**src/rtl/tawas_dbus_arb_pkg.sv**
```systemverilog
// Shared tawas data-bus arbiter definitions: FSM state encoding and the
// default starvation threshold.
package tawas_dbus_arb_pkg;

    typedef enum logic {
        IDLE = 1'b0,
        BUSY = 1'b1
    } arb_state_e;

    localparam logic [3:0] STARVE_LIMIT_DEF = 4'd15;

endpackage

```
**src/rtl/tawas_dbus_arb_if.sv**
```systemverilog
// Data-bus bundle between the core, the external requester, the memory and
// the arbiter. The arbiter uses the slave view, the surrounding system the master view.
interface tawas_dbus_arb_if;
    import tawas_dbus_arb_pkg::*;

    logic        CORE_DCS;
    logic        CORE_DWR;
    logic [31:0] CORE_DADDR;
    logic [3:0]  CORE_DMASK;
    logic [31:0] CORE_DOUT;
    logic [31:0] CORE_DIN;

    logic        EXT_REQ;
    logic        EXT_WR;
    logic [31:0] EXT_ADDR;
    logic [3:0]  EXT_MASK;
    logic [1:0]  EXT_LEN;
    logic [31:0] EXT_WDATA;
    logic        EXT_ACK;
    logic        EXT_BEAT;
    logic        EXT_RVLD;
    logic [31:0] EXT_RDATA;
    logic        EXT_DONE;
    logic        STARVE;

    logic        MEM_CS;
    logic        MEM_WR;
    logic [31:0] MEM_ADDR;
    logic [3:0]  MEM_MASK;
    logic [31:0] MEM_WDATA;
    logic [31:0] MEM_RDATA;

    modport slave (
        input  CORE_DCS, CORE_DWR, CORE_DADDR, CORE_DMASK, CORE_DOUT,
        input  EXT_REQ, EXT_WR, EXT_ADDR, EXT_MASK, EXT_LEN, EXT_WDATA,
        input  MEM_RDATA,
        output CORE_DIN,
        output EXT_ACK, EXT_BEAT, EXT_RVLD, EXT_RDATA, EXT_DONE, STARVE,
        output MEM_CS, MEM_WR, MEM_ADDR, MEM_MASK, MEM_WDATA
    );

    modport master (
        output CORE_DCS, CORE_DWR, CORE_DADDR, CORE_DMASK, CORE_DOUT,
        output EXT_REQ, EXT_WR, EXT_ADDR, EXT_MASK, EXT_LEN, EXT_WDATA,
        output MEM_RDATA,
        input  CORE_DIN,
        input  EXT_ACK, EXT_BEAT, EXT_RVLD, EXT_RDATA, EXT_DONE, STARVE,
        input  MEM_CS, MEM_WR, MEM_ADDR, MEM_MASK, MEM_WDATA
    );

endinterface

```
**src/rtl/tawas_dbus_arb.sv**
```systemverilog
// Single-port data memory arbiter: the core always wins, a secondary requester
// runs word-aligned bursts of up to four beats in the cycles the core leaves free.
module tawas_dbus_arb
    import tawas_dbus_arb_pkg::*;
#(
    parameter logic [3:0] STARVE_LIMIT = STARVE_LIMIT_DEF
) (
    input logic             CLK,
    input logic             RST_N,
    tawas_dbus_arb_if.slave bus
);

    arb_state_e  state;
    logic        wr_q;
    logic [29:0] waddr_q;
    logic [3:0]  mask_q;
    logic [1:0]  cnt_q;
    logic        ack_q;
    logic        rvld_q;
    logic        done_q;
    logic        starve_q;
    logic [3:0]  starve_cnt;
    logic [3:0]  starve_cnt_nxt;
    logic        beat;

    assign beat = (state == BUSY) && !bus.CORE_DCS;

    assign bus.CORE_DIN  = bus.MEM_RDATA;
    assign bus.EXT_RDATA = bus.MEM_RDATA;
    assign bus.EXT_BEAT  = beat;
    assign bus.EXT_ACK   = ack_q;
    assign bus.EXT_RVLD  = rvld_q;
    assign bus.EXT_DONE  = done_q;
    assign bus.STARVE    = starve_q;

    // Core traffic passes straight through; a burst beat only fills idle slots.
    always_comb begin
        bus.MEM_CS    = 1'b0;
        bus.MEM_WR    = 1'b0;
        bus.MEM_ADDR  = '0;
        bus.MEM_MASK  = '0;
        bus.MEM_WDATA = '0;
        if (bus.CORE_DCS) begin
            bus.MEM_CS    = 1'b1;
            bus.MEM_WR    = bus.CORE_DWR;
            bus.MEM_ADDR  = bus.CORE_DADDR;
            bus.MEM_MASK  = bus.CORE_DMASK;
            bus.MEM_WDATA = bus.CORE_DOUT;
        end else if (beat) begin
            bus.MEM_CS    = 1'b1;
            bus.MEM_WR    = wr_q;
            bus.MEM_ADDR  = {waddr_q, 2'b00};
            bus.MEM_MASK  = mask_q;
            bus.MEM_WDATA = bus.EXT_WDATA;
        end
    end

    // A BUSY cycle without a beat is by definition one lost to the core.
    always_comb begin
        starve_cnt_nxt = starve_cnt;
        if (state != BUSY || beat) begin
            starve_cnt_nxt = '0;
        end else if (starve_cnt != STARVE_LIMIT) begin
            starve_cnt_nxt = starve_cnt + 4'd1;
        end
    end

    always_ff @(posedge CLK or negedge RST_N) begin
        if (!RST_N) begin
            state      <= IDLE;
            wr_q       <= 1'b0;
            waddr_q    <= '0;
            mask_q     <= '0;
            cnt_q      <= '0;
            ack_q      <= 1'b0;
            rvld_q     <= 1'b0;
            done_q     <= 1'b0;
            starve_q   <= 1'b0;
            starve_cnt <= '0;
        end else begin
            ack_q      <= 1'b0;
            rvld_q     <= beat && !wr_q;
            done_q     <= beat && (cnt_q == 2'd0);
            starve_cnt <= starve_cnt_nxt;
            starve_q   <= (starve_cnt_nxt == STARVE_LIMIT);
            case (state)
                IDLE: begin
                    if (bus.EXT_REQ) begin
                        state   <= BUSY;
                        wr_q    <= bus.EXT_WR;
                        waddr_q <= bus.EXT_ADDR[31:2];
                        mask_q  <= bus.EXT_MASK;
                        cnt_q   <= bus.EXT_LEN;
                        ack_q   <= 1'b1;
                    end
                end
                BUSY: begin
                    if (beat) begin
                        waddr_q <= waddr_q + 30'd1;
                        cnt_q   <= cnt_q - 2'd1;
                        if (cnt_q == 2'd0) begin
                            state <= IDLE;
                        end
                    end
                end
                default: state <= IDLE;
            endcase
        end
    end

endmodule

```
**src/flat_wrapper.sv**
```systemverilog
// flat-port wrapper written by rule: the top's interface ports become plain ports
module tawas_dbus_arb_flat import tawas_dbus_arb_pkg::*;
#(
    parameter logic [3:0] STARVE_LIMIT = STARVE_LIMIT_DEF
)
  (CLK, RST_N, bus_CORE_DCS, bus_CORE_DWR, bus_CORE_DADDR, bus_CORE_DMASK, bus_CORE_DOUT, bus_EXT_REQ, bus_EXT_WR, bus_EXT_ADDR, bus_EXT_MASK, bus_EXT_LEN, bus_EXT_WDATA, bus_MEM_RDATA, bus_CORE_DIN, bus_EXT_ACK, bus_EXT_BEAT, bus_EXT_RVLD, bus_EXT_RDATA, bus_EXT_DONE, bus_STARVE, bus_MEM_CS, bus_MEM_WR, bus_MEM_ADDR, bus_MEM_MASK, bus_MEM_WDATA);
  tawas_dbus_arb_if bus_i ();
  input logic CLK;
  input logic RST_N;
  input wire logic [$bits(bus_i.CORE_DCS)-1:0] bus_CORE_DCS;
  input wire logic [$bits(bus_i.CORE_DWR)-1:0] bus_CORE_DWR;
  input wire logic [$bits(bus_i.CORE_DADDR)-1:0] bus_CORE_DADDR;
  input wire logic [$bits(bus_i.CORE_DMASK)-1:0] bus_CORE_DMASK;
  input wire logic [$bits(bus_i.CORE_DOUT)-1:0] bus_CORE_DOUT;
  input wire logic [$bits(bus_i.EXT_REQ)-1:0] bus_EXT_REQ;
  input wire logic [$bits(bus_i.EXT_WR)-1:0] bus_EXT_WR;
  input wire logic [$bits(bus_i.EXT_ADDR)-1:0] bus_EXT_ADDR;
  input wire logic [$bits(bus_i.EXT_MASK)-1:0] bus_EXT_MASK;
  input wire logic [$bits(bus_i.EXT_LEN)-1:0] bus_EXT_LEN;
  input wire logic [$bits(bus_i.EXT_WDATA)-1:0] bus_EXT_WDATA;
  input wire logic [$bits(bus_i.MEM_RDATA)-1:0] bus_MEM_RDATA;
  output wire logic [$bits(bus_i.CORE_DIN)-1:0] bus_CORE_DIN;
  output wire logic [$bits(bus_i.EXT_ACK)-1:0] bus_EXT_ACK;
  output wire logic [$bits(bus_i.EXT_BEAT)-1:0] bus_EXT_BEAT;
  output wire logic [$bits(bus_i.EXT_RVLD)-1:0] bus_EXT_RVLD;
  output wire logic [$bits(bus_i.EXT_RDATA)-1:0] bus_EXT_RDATA;
  output wire logic [$bits(bus_i.EXT_DONE)-1:0] bus_EXT_DONE;
  output wire logic [$bits(bus_i.STARVE)-1:0] bus_STARVE;
  output wire logic [$bits(bus_i.MEM_CS)-1:0] bus_MEM_CS;
  output wire logic [$bits(bus_i.MEM_WR)-1:0] bus_MEM_WR;
  output wire logic [$bits(bus_i.MEM_ADDR)-1:0] bus_MEM_ADDR;
  output wire logic [$bits(bus_i.MEM_MASK)-1:0] bus_MEM_MASK;
  output wire logic [$bits(bus_i.MEM_WDATA)-1:0] bus_MEM_WDATA;
  assign bus_i.CORE_DCS = bus_CORE_DCS;
  assign bus_i.CORE_DWR = bus_CORE_DWR;
  assign bus_i.CORE_DADDR = bus_CORE_DADDR;
  assign bus_i.CORE_DMASK = bus_CORE_DMASK;
  assign bus_i.CORE_DOUT = bus_CORE_DOUT;
  assign bus_i.EXT_REQ = bus_EXT_REQ;
  assign bus_i.EXT_WR = bus_EXT_WR;
  assign bus_i.EXT_ADDR = bus_EXT_ADDR;
  assign bus_i.EXT_MASK = bus_EXT_MASK;
  assign bus_i.EXT_LEN = bus_EXT_LEN;
  assign bus_i.EXT_WDATA = bus_EXT_WDATA;
  assign bus_i.MEM_RDATA = bus_MEM_RDATA;
  assign bus_CORE_DIN = bus_i.CORE_DIN;
  assign bus_EXT_ACK = bus_i.EXT_ACK;
  assign bus_EXT_BEAT = bus_i.EXT_BEAT;
  assign bus_EXT_RVLD = bus_i.EXT_RVLD;
  assign bus_EXT_RDATA = bus_i.EXT_RDATA;
  assign bus_EXT_DONE = bus_i.EXT_DONE;
  assign bus_STARVE = bus_i.STARVE;
  assign bus_MEM_CS = bus_i.MEM_CS;
  assign bus_MEM_WR = bus_i.MEM_WR;
  assign bus_MEM_ADDR = bus_i.MEM_ADDR;
  assign bus_MEM_MASK = bus_i.MEM_MASK;
  assign bus_MEM_WDATA = bus_i.MEM_WDATA;
  tawas_dbus_arb #(.STARVE_LIMIT(STARVE_LIMIT)) u_core (.CLK(CLK), .RST_N(RST_N), .bus(bus_i));
endmodule
```
**config.mk**
```make
export PLATFORM = sky130hd
export DESIGN_NAME = tawas_dbus_arb_flat
export DESIGN_NICKNAME = d
export VERILOG_FILES = /design/src/rtl/tawas_dbus_arb_pkg.sv /design/src/rtl/tawas_dbus_arb_if.sv /design/src/rtl/tawas_dbus_arb.sv /design/src/flat_wrapper.sv
export SDC_FILE = /design/constraint.sdc
export NUM_CORES = 1
export LEC_CHECK = 0
export ABC_CLOCK_PERIOD_IN_PS = 2400
export BUFFER_PORTS_ARGS = -buffer_cell sky130_fd_sc_hd__buf_2
export CAP_MARGIN = 40
export CORE_AREA = 2 2 122 124
export CTS_BUF_LIST = sky130_fd_sc_hd__clkbuf_4 sky130_fd_sc_hd__clkbuf_8 sky130_fd_sc_hd__clkbuf_16
export DETAILED_ROUTE_END_ITERATION = 10
export DIE_AREA = 0 0 124 126
export PLACE_DENSITY = 0.64
export SLEW_MARGIN = 20
export SYNTH_ARGS = -nofsm -noshare
export SYNTH_HDL_FRONTEND = slang
export SYNTH_SLANG_ARGS = --single-unit
```
**constraint.sdc**
```tcl
create_clock -name CLK -period 2.4 [get_ports CLK]
set_clock_uncertainty 0.2 [all_clocks]
set_input_delay 0.72 -clock CLK [delete_from_list [all_inputs] [get_ports CLK]]
set_output_delay 0.72 -clock CLK [all_outputs]
set_load 0.02 [all_outputs]
```
==> impl_results.md, run 1 <==
- Number of design rule violations left after detail routing: 0
- Number of warnings printed during yosys synthesis: 0
- Syn_area_per_cell: between 7 and 8 sq um
- Maximum buffer depth of the clock tree: 2
- Most frequent cell after synthesis: sky130_fd_sc_hd__nand2_1
- Violation count after the first detailed-route iteration: between 200 and 250
- Routed vias: roughly 4200
- Leakage power: ~2.9 nW
- Number of standard-cell rows in the floorplan: 44
- Share of the yosys chip area belonging to registers: a little under a third
- Worst EP arrival: about 1.6 ns
- Worst Max-Slew Pin Slew: between 0.5 and 0.6 ns
- Yosys cell types: 50
- Synth Cell Area: approximately 3700 sq um
- Floorplan Core Area: approximately 14000 sq um
- Worst path max stage delay: about 0.21 ns
- Storage element area: around 1200 sq um
- Initial antenna violation count: 3
- TritonCTS clock tree: built
- Final worst hold slack: roughly 0.17 ns
- Pint: just over 3 mW
- Synthesized netlist net count: roughly 660
- Number of global-route vias before repair: slightly above 4000
- Part of the power in registers: approximately 28%
- Number of setup violations in the final report: 43
- Count of placed standard cells including taps: between 800 and 900
- Final setup margin: -0.08054 ns
- Critical path buffers and inverters: 4
- Ratio of final minimum period to clock period: 103.4%
- H-tree depth: 2
- Element type at the critical path end: primary output
- Primary flip-flop cell chosen by synthesis mapping: sky130_fd_sc_hd__dfrtp_1
- Sum of routed wire length over all layers: about 15000 um
- Post-route non-filler standard cell count: between 800 and 900
- Failing checks: negative setup slack
- Die area: 15620 sq um
- Final hold violation count: 0
- Unrepaired setup endpoints after global routing: yes
- Fill cell instance count of the final layout: 1446
- Largest cells by area after synthesis: sky130_fd_sc_hd__dfrtp_1 (31%), sky130_fd_sc_hd__buf_4 (13%), sky130_fd_sc_hd__a22o_1 (9.6%), sky130_fd_sc_hd__nand2_1 (8.3%), sky130_fd_sc_hd__o21ai_0 (4.4%)
- Max capacitance violation total: 0
- #FFs+latches synth: 46
- Mean number of vias per cell: between 4 and 5
- Relative max-transition margin: between 60% and 70%
- Highest fanout seen on the critical path: 11
- Sw Share: 44.26%
- Combinational power share: between 50% and 60%
- DR WL/cell: roughly 17 um
- Slew Viols, Final: 0
- Cell type with the largest total area after synthesis: sky130_fd_sc_hd__dfrtp_1
- Clk pwr share: between 10% and 20%
- Antenna viol nets, final: 0
- Maximum number of pins on one net before global-route repair: 33
- Overall global routing resource usage: a little under a fifth
- Class of the most critical hold timing path: in2async
- Highest ir drop seen on vdd: around 0.36 mV
- Cells after synthesis: ~480
- CTS Buf Count: 5
- Combined area of the multi-input logic cells: 2422 sq um
- Master cell of the clock root buffer: sky130_fd_sc_hd__clkbuf_16
- Residual overflow from global routing: 0
- Die outline width: roughly 120 um
- Switching Power: approximately 2.5 mW
- Worst path required time: between 1 and 1.5 ns
- Worst reg2reg startpoint: u_core.waddr_q[8]
- Worst setup slack for register-to-register paths: around 0.23 ns
- Post-synth top cells: sky130_fd_sc_hd__nand2_1 (83), sky130_fd_sc_hd__buf_4 (65), sky130_fd_sc_hd__dfrtp_1 (46), sky130_fd_sc_hd__a22o_1 (41), sky130_fd_sc_hd__o21ai_0 (33)
- Max Clock Freq: 403.1 MHz
- Category of the most critical setup path: in2out
- Slowest cell on the critical path: sky130_fd_sc_hd__a22o_4
- Starting density of the core: about a quarter
- Clock Pin Slew Worst Setup and Hold Paths: 0.07 ns
- Cell Chain, Critical Path: buf_8, nand2b_4, inv_8, buf_16, a22o_4, buf_4
- Power density over cell area: 943.6 nW/um^2
- Buffers on Ports: 216
- Chip Height: about 130 um
- Weighted congestion reported at the end of routability-driven placement: 0.8376
- CTS hold repair buffers: 0
- Worst path top cell family by delay: buffers and inverters
- Router iterations before antenna repair: 4
- Clock sink count: 46
- Proportion of layout cells with a drive suffix above 1: ~54%
- Area fraction of the dominant cell type after synthesis: between 30% and 40%
- Worst reg-to-reg path cell count: 5
- Share of synthesized registers carrying an async set or reset: between 90% and 100%
- Worst reg2reg path endpoint: u_core.waddr_q[29]
- Nets: 842
- Number of synthesized flops with an enable pin: 0
- CP Launch Type: input pin
- Worst setup slack before clock tree synthesis: -0.2006 ns
- Accumulated negative setup slack: -2.275 ns
- Sum of internal, switching and leakage power: ~5.6 mW
- Final Critical Period: about 2.5 ns
- Worst skew pair latency: a little under 0.3 ns
- Count of pins on the block boundary: ~320
- Area growth from synthesis to layout: 57.58%
- Result of the run: finished with violations
- Global-route wire length before repair: approximately 22000 um
- DP HPWL: between 10000 and 15000 um
==> worst max-delay path by stage <==
stage / start / to / slack (ns) / depth (start not counted)
2_1_floorplan: bus_CORE_DCS / bus_MEM_ADDR[29] / 0.008 / 5
6_report: bus_CORE_DCS / bus_MEM_WDATA[0] / -0.08 / 6
3_3_place_gp: bus_CORE_DCS / bus_MEM_ADDR[31] / -0.20 / 7
3_5_place_dp: bus_CORE_DCS / bus_MEM_ADDR[31] / -0.20 / 7
5_1_grt: bus_CORE_DCS / bus_MEM_WDATA[15] / -0.11 / 6
4_1_cts: bus_CORE_DCS / bus_MEM_WDATA[0] / -0.08 / 6
==> registers in the layout (all words and copies together), names as in the netlist <==
signal	cells
u_core.starve_cnt	4
u_core.bus.EXT_ACK	1
u_core.bus.STARVE	1
u_core.mask_q	4
u_core.wr_q	1
u_core.bus.EXT_RVLD	1
u_core.state	1
u_core.cnt_q	2
u_core.waddr_q	30
u_core.bus.EXT_DONE	1
==> per-layer routing <==
layer	up-vias	track usage, %	routed length, um
met2	162	28.35	6842
met4	0	5.023	297
met1	1958	24.95	6346
met5	-	0	0
li1	2054	-	-
met3	34	4.891	1199
==> power groups by stage <==
stage	registers, mW	logic (mW)	clock network (mW)
CTS	1.54	3.21	0.841
floorplan	1.42	2.15	0
global placement	1.54	2.87	0
global route	1.61	3.49	0.871
detailed placement	1.55	2.91	0
finish	1.56	3.20	0.820
==> cell type report <==
type / instances / share of cell area (%)
repair buffers: 268 / 31.86
inverters: 10 / 0.7625
clock inverters: 1 / 0.5084
multi-input cells: 332 / 41.01
diodes: 2 / 0.08473
well taps: 184 / 3.897
clock buffers: 7 / 2.372
flip-flops and latches: 46 / 19.51
==> kinds of logic (layout without fill, tap and decap cells) <==
logic type / Yosys count / after routing / share of synthesized area (%)
simple gates: 192 / 192 / 24.47
compound gates: 130 / 130 / 24.93
buf+inv: 106 / 286 / 17.16
flops: 46 / 46 / 30.71
xor+xnor: 4 / 4 / 0.9348
fa+ha+maj: 3 / 3 / 1.001
mux: 3 / 3 / 0.8011
other cells: 0 / 2 / 0
==> layout by cell type, fill, tap and decap left out, types with 3 or more instances in the layout <==
cell	Yosys	layout
sky130_fd_sc_hd__xor2_1	3	3
sky130_fd_sc_hd__nor2_1	32	32
sky130_fd_sc_hd__buf_16	0	3
sky130_fd_sc_hd__mux2i_1	3	3
sky130_fd_sc_hd__a211oi_1	13	13
sky130_fd_sc_hd__nand2_1	83	81
sky130_fd_sc_hd__o21a_1	3	3
sky130_fd_sc_hd__buf_4	65	44
sky130_fd_sc_hd__a21oi_1	13	13
sky130_fd_sc_hd__nor4_1	5	5
sky130_fd_sc_hd__nand3_1	19	19
sky130_fd_sc_hd__buf_6	0	38
sky130_fd_sc_hd__o211ai_1	4	4
sky130_fd_sc_hd__buf_8	0	5
sky130_fd_sc_hd__clkbuf_16	0	5
sky130_fd_sc_hd__o21ai_0	33	8
sky130_fd_sc_hd__buf_2	0	173
sky130_fd_sc_hd__inv_1	8	8
sky130_fd_sc_hd__buf_12	0	5
sky130_fd_sc_hd__nand2_2	2	4
sky130_fd_sc_hd__and2_1	6	4
sky130_fd_sc_hd__nand4_1	14	14
sky130_fd_sc_hd__ha_1	3	3
sky130_fd_sc_hd__a22o_4	0	41
sky130_fd_sc_hd__a311oi_1	6	6
sky130_fd_sc_hd__and3_1	6	6
sky130_fd_sc_hd__o21ai_2	0	25
sky130_fd_sc_hd__nor3_1	8	8
sky130_fd_sc_hd__o22ai_1	3	3
sky130_fd_sc_hd__dfrtp_1	46	45
==> per-stage QoR <==
stage	instance area [sq um]	util, %
final	5907	41.27
after global routing	5904	41.25
after CTS	5881	41.08
after detailed placement	5303	37.05
after global placement	5303	37.05
after floorplan	4295	-
==> timing repair <==
action | CTS | global route
hold endpoints to repair | 0 | 0
resized for setup | 94 | 8
endpoints found under the setup margin | 57 | 59
pin swaps | 2 | 0
gates cloned | 3 | 0
setup buffers | 4 | 0
Note: power is estimated with default switching activity, not from simulation.
==> run 2, diff against run 1 <==
Settings changed: ABC_CLOCK_PERIOD_IN_PS 2400 to 3000, PLACE_DENSITY 0.64 to 0.61.
Clock period 2.4 ns to 3 ns, I/O delays scaled along.
==> run 2 against run 1 <==
The flow now finishes without violations. Clock power down 29%. Critical endpoint is now bus_MEM_WDATA[28]. Highest routed layer is now met5. Via count down 3.2%. Sequential share of layout area up 4.1 points.
==> impl_results.md, run 2 (synthesis gave the netlist of run 1 again) <==
- Floorplan Core Area: 14310 sq um
- Unrepaired setup endpoints after global routing: yes
- Weighted congestion reported at the end of routability-driven placement: ~0.82
- Worst setup slack for register-to-register paths: ~0.70 ns
- Post-route non-filler standard cell count: 820
- Category of the most critical setup path: in2out
- Final setup margin: 0.05316 ns
- Overall global routing resource usage: a little under a fifth
- Final Critical Period: a little under 3 ns
- Area growth from synthesis to layout: 30.34%
- Most Crowded Layer GR: met2
- Element type at the critical path end: primary output
- Worst Max-Slew Pin Slew: about 0.6 ns
- Placed standard-cell area: between 4000 and 5000 sq um
- Most used cells in the layout excluding fill and tap cells: sky130_fd_sc_hd__buf_2 (204), sky130_fd_sc_hd__nand2_1 (83), sky130_fd_sc_hd__dfrtp_1 (46)
- Mean number of vias per cell: between 4 and 5
- Met3 layer usage reported by global route: 6.159%
- Non-Filler Cell Area, Final: slightly below 5000 sq um
- Critical hold path startpoint: u_core.wr_q
- Worst skew pair latency: 0.30 ns
- Global-route wire length before repair: around 21000 um
- Slew Viols, Final: 0
- Registers with the most flip-flops: u_core.waddr_q (30), u_core.mask_q (4), u_core.starve_cnt (4)
- Class of the most critical hold timing path: reg2reg
- Number of setup violations in the final report: 0
- Worst reg2reg startpoint: u_core.waddr_q[8]
- Max capacitance violation total: 0
- Top register by number of flip-flops: u_core.waddr_q
- Maximum number of pins on one net before global-route repair: 34
- CP Launch Type: input pin
- Worst reg2reg path endpoint: u_core.waddr_q[25]
- Master cell of the clock root buffer: sky130_fd_sc_hd__clkbuf_16
- Leakage power: ~2.5 nW
- Starting density of the core: a little over a quarter
- Worst path required time: about 1.9 ns
- M2 GR Usage: a little over a quarter
- Power density over cell area: about 780 nW/um^2
- Flip-flop count of the largest register after layout: 30
- Worst reg-to-reg path cell count: 5
- TritonCTS clock tree: built
- DP HPWL: approximately 12000 um
- Sum of internal, switching and leakage power: about 3.8 mW
- Ratio of final minimum period to clock period: 98.23%
- Buffers on Ports: approximately 220
- Maximum buffer depth of the clock tree: 2
- Leading cell type in the layout, fill and taps excluded: sky130_fd_sc_hd__buf_2
- Nets: about 810
- Endpoint of the worst hold path: u_core.bus.EXT_RVLD
- Relative max-transition margin: 59.62%
- Number of cells on the worst hold path: 1
- Fill cell instance count of the final layout: 1580
- Number of standard-cell rows in the floorplan: 44
- Initial antenna violation count: 2
- Number of design rule violations left after detail routing: 0
- Count of placed standard cells including taps: 812
- Highest fanout seen on the critical path: 20
- Chip Height: around 130 um
- Clock sink count: 46
- Result of the run: completed
- H-tree depth: 2
- Routed vias: between 4000 and 5000
- Met1 Track Usage GR: between 20% and 30%
- Final antenna diode count: 0
- Die area: between 15000 and 20000 sq um
- Residual overflow from global routing: 0
- Highest ir drop seen on vdd: between 0.3 and 0.4 mV
- Count of pins on the block boundary: around 320
- Violation count after the first detailed-route iteration: ~280
- Worst setup slack before clock tree synthesis: 0.02782 ns
- CTS Buf Count: 5
- Router iterations before antenna repair: 5
- Sum of routed wire length over all layers: 14440 um
- Clock Pin Slew Worst Setup and Hold Paths: around 0.07 ns
- Setup Buffers After CTS: 0
- Worst EP arrival: 1.85 ns
- DR WL/cell: 17.60 um
- Number of global-route vias before repair: between 3000 and 4000
- Die outline width: 124 um
- Proportion of layout cells with a drive suffix above 1: 41.82%
- Max Clock Freq: roughly 340 MHz
- Antenna viol nets, final: 0
- Final design utilization: 34.13%
- Final hold violation count: 0
[run 2: cell types whose count changed in the layout (fill, tap and decap cells not counted), sizes merged]
cell / previous run / this run
clkbuf: 7 / 5
diode: 2 / 0
clkinvlp: 0 / 2
inv: 9 / 10
buf: 268 / 240
bufinv: 1 / 0
[run 2: final cells by class]
| cell class | instances | area [sq um] | area share [%] |
|---|---|---|---|
| timing repair buffer | 240 | 1341 | 27.45 |
| multi-input combinational | 332 | 1977 | 40.46 |
| clock inverter | 3 | 23.77 | 0.4866 |
| tap | 184 | 230.2 | 4.712 |
| clock buffer | 5 | 125.1 | 2.561 |
| inverter | 10 | 37.54 | 0.7682 |
| sequential | 46 | 1151 | 23.56 |
[run 2: worst max path at each step]
stage / start / endpoint / slack [ns] / depth (start not counted)
4_1_cts: bus_CORE_DCS / bus_MEM_WDATA[28] / 0.02 / 6
2_1_floorplan: bus_CORE_DCS / bus_MEM_ADDR[26] / -0.05 / 4
3_3_place_gp: bus_CORE_DCS / bus_MEM_WDATA[28] / 0.02 / 6
3_5_place_dp: bus_CORE_DCS / bus_MEM_WDATA[28] / 0.03 / 6
6_report: bus_CORE_DCS / bus_MEM_WDATA[28] / 0.05 / 6
5_1_grt: bus_CORE_DCS / bus_MEM_WDATA[28] / -0.01 / 6
[run 2: layer usage]
metal	up-vias	share of wire, %
li1	1989	-
met1	1864	44
met5	-	0.19
met4	4	2.1
met2	181	44
met3	37	9.9
[run 2: metrics by stage]
step / TNS (ns) / hold slack (ns)
floorplan: -0.3417 / 0.2263
detailed placement: 0 / 0.2619
global route: -0.01455 / 0.2940
finish: 0 / 0.2787
CTS: 0 / 0.2715
global placement: 0 / 0.2519
[run 2: where the power goes]
group	internal (mW)	leakage, nW	switching (mW)
Sequential	0.886	0.543	0.375
Clock	0.312	0.0664	0.271
Combinational	0.797	1.87	1.17
Total	2.00	2.48	1.82
[run 2: timing repair]
| action | 4_1_cts | 5_1_grt |
|---|---|---|
| gates resized for setup | 0 | 16 |
| hold buffers | 0 | 0 |
| endpoints found under the setup margin | 0 | 11 |
[run 2: critical path: stages]
cell                       delay [ns]
sky130_fd_sc_hd__buf_4           0.13
sky130_fd_sc_hd__nand2b_1        0.17
sky130_fd_sc_hd__inv_2           0.14
sky130_fd_sc_hd__buf_12          0.16
sky130_fd_sc_hd__a22o_1          0.18
sky130_fd_sc_hd__buf_4           0.16
